`src/rtl/cdc_req_ack_rx_ctrl.sv`:
```
`default_nettype none
// ============================================================================
//  Module   : cdc_req_ack_rx_ctrl
//  Purpose  : Destination-domain side of a toggle (2-phase) req/ack bus
//             crossing. The source request is synchronized and the source's
//             held-stable data bus is captured exactly once per request.
//             The word is offered on a valid/ready interface, and a toggle
//             acknowledge goes back to the source once the word is accepted.
//  Ports    : clki          destination clock, rising edge
//             rst           synchronous active-high reset
//             async_req_i   source request toggle (asynchronous)
//             async_data_i  source data bus, stable while request outstanding
//             ack_o         acknowledge toggle back to the source (registered)
//             data_o        captured word (registered)
//             valid_o       captured word available
//             ready_i       downstream accept
//             err_o         sticky protocol error (source toggled too early)
//             xfer_cnt_o    completed-transfer count, wraps
//  Revision : 1.0  initial release
// ============================================================================
module cdc_req_ack_rx_ctrl #(
    parameter int DW          = 32,
    parameter int SYNC_STAGES = 2,
    parameter int CNT_W       = 16
) (
    input  logic             clki,
    input  logic             rst,
    input  logic             async_req_i,
    input  logic [DW-1:0]    async_data_i,
    output logic             ack_o,
    output logic [DW-1:0]    data_o,
    output logic             valid_o,
    input  logic             ready_i,
    output logic             err_o,
    output logic [CNT_W-1:0] xfer_cnt_o
);

    localparam logic [0:0] c_idle  = 1'b0;
    localparam logic [0:0] c_valid = 1'b1;

    logic [SYNC_STAGES-1:0] r_sync;
    logic                   w_req_sync;
    logic                   r_req_seen;
    logic [0:0]             r_state;
    logic [0:0]             w_state_nxt;
    logic                   w_new_req;
    logic                   w_capture;
    logic                   w_accept;
    logic                   w_valid;
    logic                   r_ack;
    logic [DW-1:0]          r_data;
    logic                   r_err;
    logic [CNT_W-1:0]       r_cnt;

    // Request synchronizer. Only the request level crosses through flops;
    // the data bus is sampled directly at capture, which is safe because the
    // source holds it stable from its request toggle until it sees our ack.
    always_ff @(posedge clki) begin
        if (rst) begin
            r_sync <= '0;
        end else begin
            r_sync <= {r_sync[SYNC_STAGES-2:0], async_req_i};
        end
    end

    assign w_req_sync = r_sync[SYNC_STAGES-1];
    assign w_new_req  = w_req_sync ^ r_req_seen;

    // State register
    always_ff @(posedge clki) begin
        if (rst) begin
            r_state <= c_idle;
        end else begin
            r_state <= w_state_nxt;
        end
    end

    // Next-state logic
    always_comb begin
        w_state_nxt = r_state;
        case (r_state)
            c_idle:  if (w_new_req) w_state_nxt = c_valid;
            c_valid: if (ready_i)   w_state_nxt = c_idle;
            default: w_state_nxt = c_idle;
        endcase
    end

    // Output / strobe decode. ready_i only matters while a word is held, so
    // capture and accept can never coincide.
    always_comb begin
        w_valid   = 1'b0;
        w_capture = 1'b0;
        w_accept  = 1'b0;
        case (r_state)
            c_idle: begin
                w_capture = w_new_req;
            end
            c_valid: begin
                w_valid  = 1'b1;
                w_accept = ready_i;
            end
            default: begin
                w_valid = 1'b0;
            end
        endcase
    end

    // Datapath registers
    always_ff @(posedge clki) begin
        if (rst) begin
            r_req_seen <= 1'b0;
            r_data     <= '0;
            r_ack      <= 1'b0;
            r_cnt      <= '0;
            r_err      <= 1'b0;
        end else begin
            if (w_capture) begin
                r_data     <= async_data_i;
                r_req_seen <= w_req_sync;
            end
            if (w_accept) begin
                r_ack <= ~r_ack;
                r_cnt <= r_cnt + CNT_W'(1);
            end
            // A request edge while a word is still held means the source did
            // not wait for our ack. The held word still completes, and the
            // pending mismatch is picked up as a fresh request in IDLE.
            if (w_valid && w_new_req) begin
                r_err <= 1'b1;
            end
        end
    end

    assign ack_o      = r_ack;
    assign data_o     = r_data;
    assign valid_o    = w_valid;
    assign err_o      = r_err;
    assign xfer_cnt_o = r_cnt;

endmodule
`default_nettype wire

```
`config.mk`:
```
export PLATFORM = sky130hd
export DESIGN_NAME = cdc_req_ack_rx_ctrl
export DESIGN_NICKNAME = d
export VERILOG_FILES = /design/src/rtl/cdc_req_ack_rx_ctrl.sv
export SDC_FILE = /design/constraint.sdc
export NUM_CORES = 1
export LEC_CHECK = 0
export ABC_AREA = 0
export ABC_CLOCK_PERIOD_IN_PS = 1700
export CAP_MARGIN = 10
export CORE_ASPECT_RATIO = 2
export CORE_MARGIN = 10
export CORE_UTILIZATION = 30
export DETAILED_ROUTE_END_ITERATION = 8
export PLACE_DENSITY = 0.66
export SYNTH_ARGS = -nofsm -noshare
export SYNTH_HDL_FRONTEND = slang
export SYNTH_SLANG_ARGS = --single-unit
```
`constraint.sdc`:
```
create_clock -name clki -period 1.7 [get_ports clki]
set_input_delay 0.17 -clock clki [delete_from_list [all_inputs] [get_ports clki]]
set_output_delay 0.17 -clock clki [all_outputs]
set_load 0.03 [all_outputs]
```
# Word level (Yosys, flattened, before mapping)
# Cells that the tools add are included.
[op_classes]
add_sub_neg = 1
reduce_logical = 1
n_bitwise = 3
n_mux = 6
[op_table]
columns = ["op", "n"]
rows = [
  ["16-bit by 1-bit adder with 16-bit output, second input constant", 1],
  ["1-bit 2-to-1 mux", 5],
  ["1-bit inverter", 2],
  ["1-bit case mux with 2 select lines", 1],
  ["1-bit logical AND", 1],
  ["1-bit bitwise XOR", 1],
]
[word_totals]
reg_bits = 54
in_bits = 36

# Longest topological paths before layout
[depth]
word_depth = 3
mapped_depth = 6
mapped_depth_nobuf = 5

# Worst setup path after synthesis
# Ideal clock, no wire load.
[synth_timing]
kind = "reg2reg"
startpoint = "register r_cnt[3], in the netlist xfer_cnt_o[3]"
endpoint = "register r_cnt[15], in the netlist xfer_cnt_o[15]"
setup_slack_ps = -280
path_buffers = 0
required_ps = 1630
setup_time_ps = 70
path_stages_with_launch = 5
arrival_time_ps = 1910
cell_sequence = "dfxtp_1 > nand3_2 > or4_4 > or4_1 > a21oi_1"
[synth_between]
elab_chain_len = 1
[synth_rtl]
columns = ["element", "line", "text"]
rows = [
  ["start, declared", "53", "logic [CNT_W-1:0] r_cnt;"],
  ["start signal, assigned", "123", "r_cnt <= r_cnt + CNT_W'(1);"],
  ["16-bit by 1-bit adder with 16-bit output", "123", ""],
]
# No other way between the ends.
# A chain may end at the register's enable or synchronous reset.

# Worst setup path in the final report
# Same ends and word-level chain as after synthesis.

==> summary.json <==
{
  "outcome": {
    "status": "finished, final reports clean"
  },
  "route": {
    "routed-via-count": 1959,
    "drt_wl_total_um": 6280,
    "detail_route.drc_violations": 0,
    "final_antenna_net_count": 0,
    "drt-initial-drc-count": 54,
    "post_drt_wl_per_cell_um": 14.6,
    "drt_first_pass_iters": 4,
    "post_drt_via_cell_ratio": 4.55
  },
  "floorplan": {
    "num_io_pins": 87,
    "design.die.area_um2": 10600,
    "placeableCoreArea_um2": 6570,
    "die-width_um": 77.8,
    "die_y_um": 136,
    "floorplan.initialDensity_pct": 30.6,
    "floorplan.rows": 42
  },
  "layout": {
    "drive_gt1_share_pct": 15.5,
    "layout.nets": 380,
    "synthToLayoutAreaGrowth_pct": 65.3,
    "antenna_cells": 0,
    "layout.filler_cells": 631,
    "regArea_um2": 1110,
    "finish.cell_count_without_fillers": 431,
    "multi_input_area_um2": 893
  },
  "yosys": {
    "share_of_yosys_cell_area_claimed_by_the_top_area_cell_type_pct": 53.9,
    "synth_most_common_cell": "sky130_fd_sc_hd__nand2_1",
    "synth.cell_area_um2": 2010,
    "synth_warnings": 0,
    "synth_seq_area_share_pct": 53.9,
    "synth_enable_flop_cells": 0,
    "most_used_flip_flop_cell_after_synthesis": "sky130_fd_sc_hd__dfxtp_1",
    "ys_types": 28,
    "syn_nets": 278,
    "yosysTopAreaCell": "sky130_fd_sc_hd__dfxtp_1",
    "synthCells": 241,
    "netlist_top_cells_area": "sky130_fd_sc_hd__dfxtp_1 (54%), sky130_fd_sc_hd__nand2_1 (13%), sky130_fd_sc_hd__a21oi_1 (9.5%), sky130_fd_sc_hd__nor2_1 (3.0%), sky130_fd_sc_hd__xor2_1 (2.6%)",
    "yosys_register_bits": 54,
    "syn-mean-instance-area_um2": 8.33,
    "netlist_top_cells_count": "sky130_fd_sc_hd__nand2_1 (69), sky130_fd_sc_hd__dfxtp_1 (54), sky130_fd_sc_hd__a21oi_1 (38), sky130_fd_sc_hd__nor2_1 (16), sky130_fd_sc_hd__clkbuf_1 (11)",
    "fraction_of_registers_with_async_set_reset_pct": 0
  },
  "global_routing": {
    "grt_start_max_net_pins": 26,
    "grt_pass1_vias": 2001,
    "gr-usage-all-layers_pct": 11.8,
    "grt_antenna_before_repair": 0,
    "grt_overflow": 0,
    "grt_pass1_wl_um": 9970
  },
  "placed_design": {
    "number_of_buffers_added_on_ports": 86,
    "post-place-ws_ns": 0.0284,
    "gpl.final_weighted_congestion": 0.770,
    "number_of_placed_cells_counting_well_taps": 421,
    "dpl.hpwl_um": 4840
  },
  "critical_path": {
    "setup.worst_path.end": "xfer_cnt_o[15]",
    "worstSetupStartpointType": "flip-flop",
    "timing.setup.critical_path_class": "flip-flop to flip-flop",
    "setup_crit_start": "xfer_cnt_o[3]",
    "r2r-end": "xfer_cnt_o[15]",
    "worst_ep_required_time_ns": 1.91,
    "critPathCaptureType": "flip-flop",
    "r2r-start": "xfer_cnt_o[3]",
    "rr_worst_depth": 4,
    "timing.reg2reg.setup_slack_ns": 0.009,
    "arrival_ns": 1.91,
    "critical_path.max_fanout": 3
  },
  "sta": {
    "count_of_pins_over_their_slew_limit": 0,
    "final-setup-viol-count": 0,
    "report.final.hold_viol_count": 0,
    "skew_ns": 0.00521,
    "final_period_util_pct": 99.5,
    "hold-worst-slack_ns": 0.277,
    "fin_tns_setup_ns": 0,
    "layout_min_cycle_time_ns": 1.69,
    "finalWorstSetupSlack_ns": 0.00874,
    "slew_headroom_pct": 74.2,
    "highest_attainable_clock_frequency_mhz": 591,
    "worst_pin_slew_ns": 0.386,
    "grt_setup_unrepaired": "yes"
  },
  "clock_tree": {
    "cts_hold_repair.buffers": 0,
    "cts.reportedPaths.clkPinSlew_ns": 0.07,
    "insertion_delay_ns": 0.28,
    "max-clock-path-buffers": 2,
    "cts_tree": "done",
    "numCtsBuffers": 5,
    "cts.sink_count": 54,
    "ctsRootBufferMaster": "sky130_fd_sc_hd__clkbuf_16",
    "htree_num_levels": 2
  },
  "pwr": {
    "static-leakage-power_uw": 0.00117,
    "ir_worst_vdd_mv": 0.615,
    "power_density_cells_nw_per_um2": 865,
    "power_uw": 2870
  },
  "run": {
    "timing.max_cap.violations": 0
  },
  "worst_hold_path": {
    "min-delay-path-class": "input port to flip-flop"
  }
}
-- critical path, stage by stage (launching register included) --
cell,delay (ns)
sky130_fd_sc_hd__dfxtp_4,0.36
sky130_fd_sc_hd__nand3_4,0.07
sky130_fd_sc_hd__or4_4,0.54
sky130_fd_sc_hd__or4_4,0.52
sky130_fd_sc_hd__a21oi_2,0.13
-- layout by cell type, fill, tap and decap left out, types with 5 or more instances in the layout --
master	netlist	final
sky130_fd_sc_hd__a21oi_1	38	37
sky130_fd_sc_hd__buf_4	0	23
sky130_fd_sc_hd__clkbuf_16	0	5
sky130_fd_sc_hd__clkdlybuf4s50_1	0	85
sky130_fd_sc_hd__dfxtp_1	54	44
sky130_fd_sc_hd__dfxtp_2	0	5
sky130_fd_sc_hd__dfxtp_4	0	5
sky130_fd_sc_hd__nand2_1	69	68
sky130_fd_sc_hd__nand4_1	5	5
sky130_fd_sc_hd__nor2_1	16	16
sky130_fd_sc_hd__xnor2_1	5	5
sky130_fd_sc_hd__xor2_1	6	6
-- metal layers --
metal / routed length, µm / track usage, % / share of wire, %
met1: 2260 / 11.0 / 36
met2: 3570 / 22.2 / 57
met3: 226 / 2.73 / 3.6
met4: 222 / 6.94 / 3.5
met5: 0 / 0 / 0
-- kinds of logic (layout without fill, tap and decap cells) --
group / after synthesis / count (layout) / synth area share (%)
adder cells (fa/ha/maj): 1 / 1 / 0.623
AND/OR/NAND/NOR: 112 / 112 / 24.8
flip-flops: 54 / 54 / 53.9
multiplexers: 3 / 3 / 1.56
XOR/XNOR: 11 / 11 / 4.80
AO/OA/AOI/OAI: 43 / 43 / 11.1
buffers and inverters: 17 / 119 / 3.24
-- sequential cells by signal, indices dropped and copies added, names as in the netlist --
signal / count
r_sync: 2
err_o: 1
data_o: 32
xfer_cnt_o: 16
ack_o: 1
r_req_seen: 1
r_state: 1
-- power by group --
group          total, µW  switching, µW  internal (µW)
logic                397            209            189
registers           1330           26.3           1300
clock network       1140            417            727
total               2870            652           2220
-- layout make-up --
class                   instances  area share [%]
clock buffers                   6            4.19
clock inverters                 1           0.905
multi-input cells             170            26.9
inverters                       3           0.339
flip-flops and latches         54            33.3
repair buffers                109            31.0
well taps                      88            3.32
-- stage by stage --
| step | instance area (µm²) | utilization [%] |
|---|---|---|
| 6_report | 3320 | 50.5 |
| 5_1_grt | 3320 | 50.5 |
| 4_1_cts | 3270 | 49.7 |
| 3_5_place_dp | 3100 | 47.1 |
| 3_3_place_gp | 3100 | 47.1 |
| 2_1_floorplan | 2030 | - |
-- repair_timing --
item                       4_1_cts  5_1_grt
setup buffers                    0        3
gates resized for setup          0        6
setup endpoints to repair        0        5
-- worst min-delay path by stage --
stage | start | to | slack, ns | depth (start not counted)
after global routing | rst | xfer_cnt_o[8] | 0.30 | 2
after CTS | rst | xfer_cnt_o[8] | 0.27 | 2
after detailed placement | r_sync[0] | r_sync[1] | 0.43 | 1
after global placement | r_sync[0] | r_sync[1] | 0.42 | 1
final | rst | xfer_cnt_o[8] | 0.28 | 2
after floorplan | async_req_i | r_sync[0] | 0.30 | 1
Note: power is estimated with default switching activity, not from simulation.
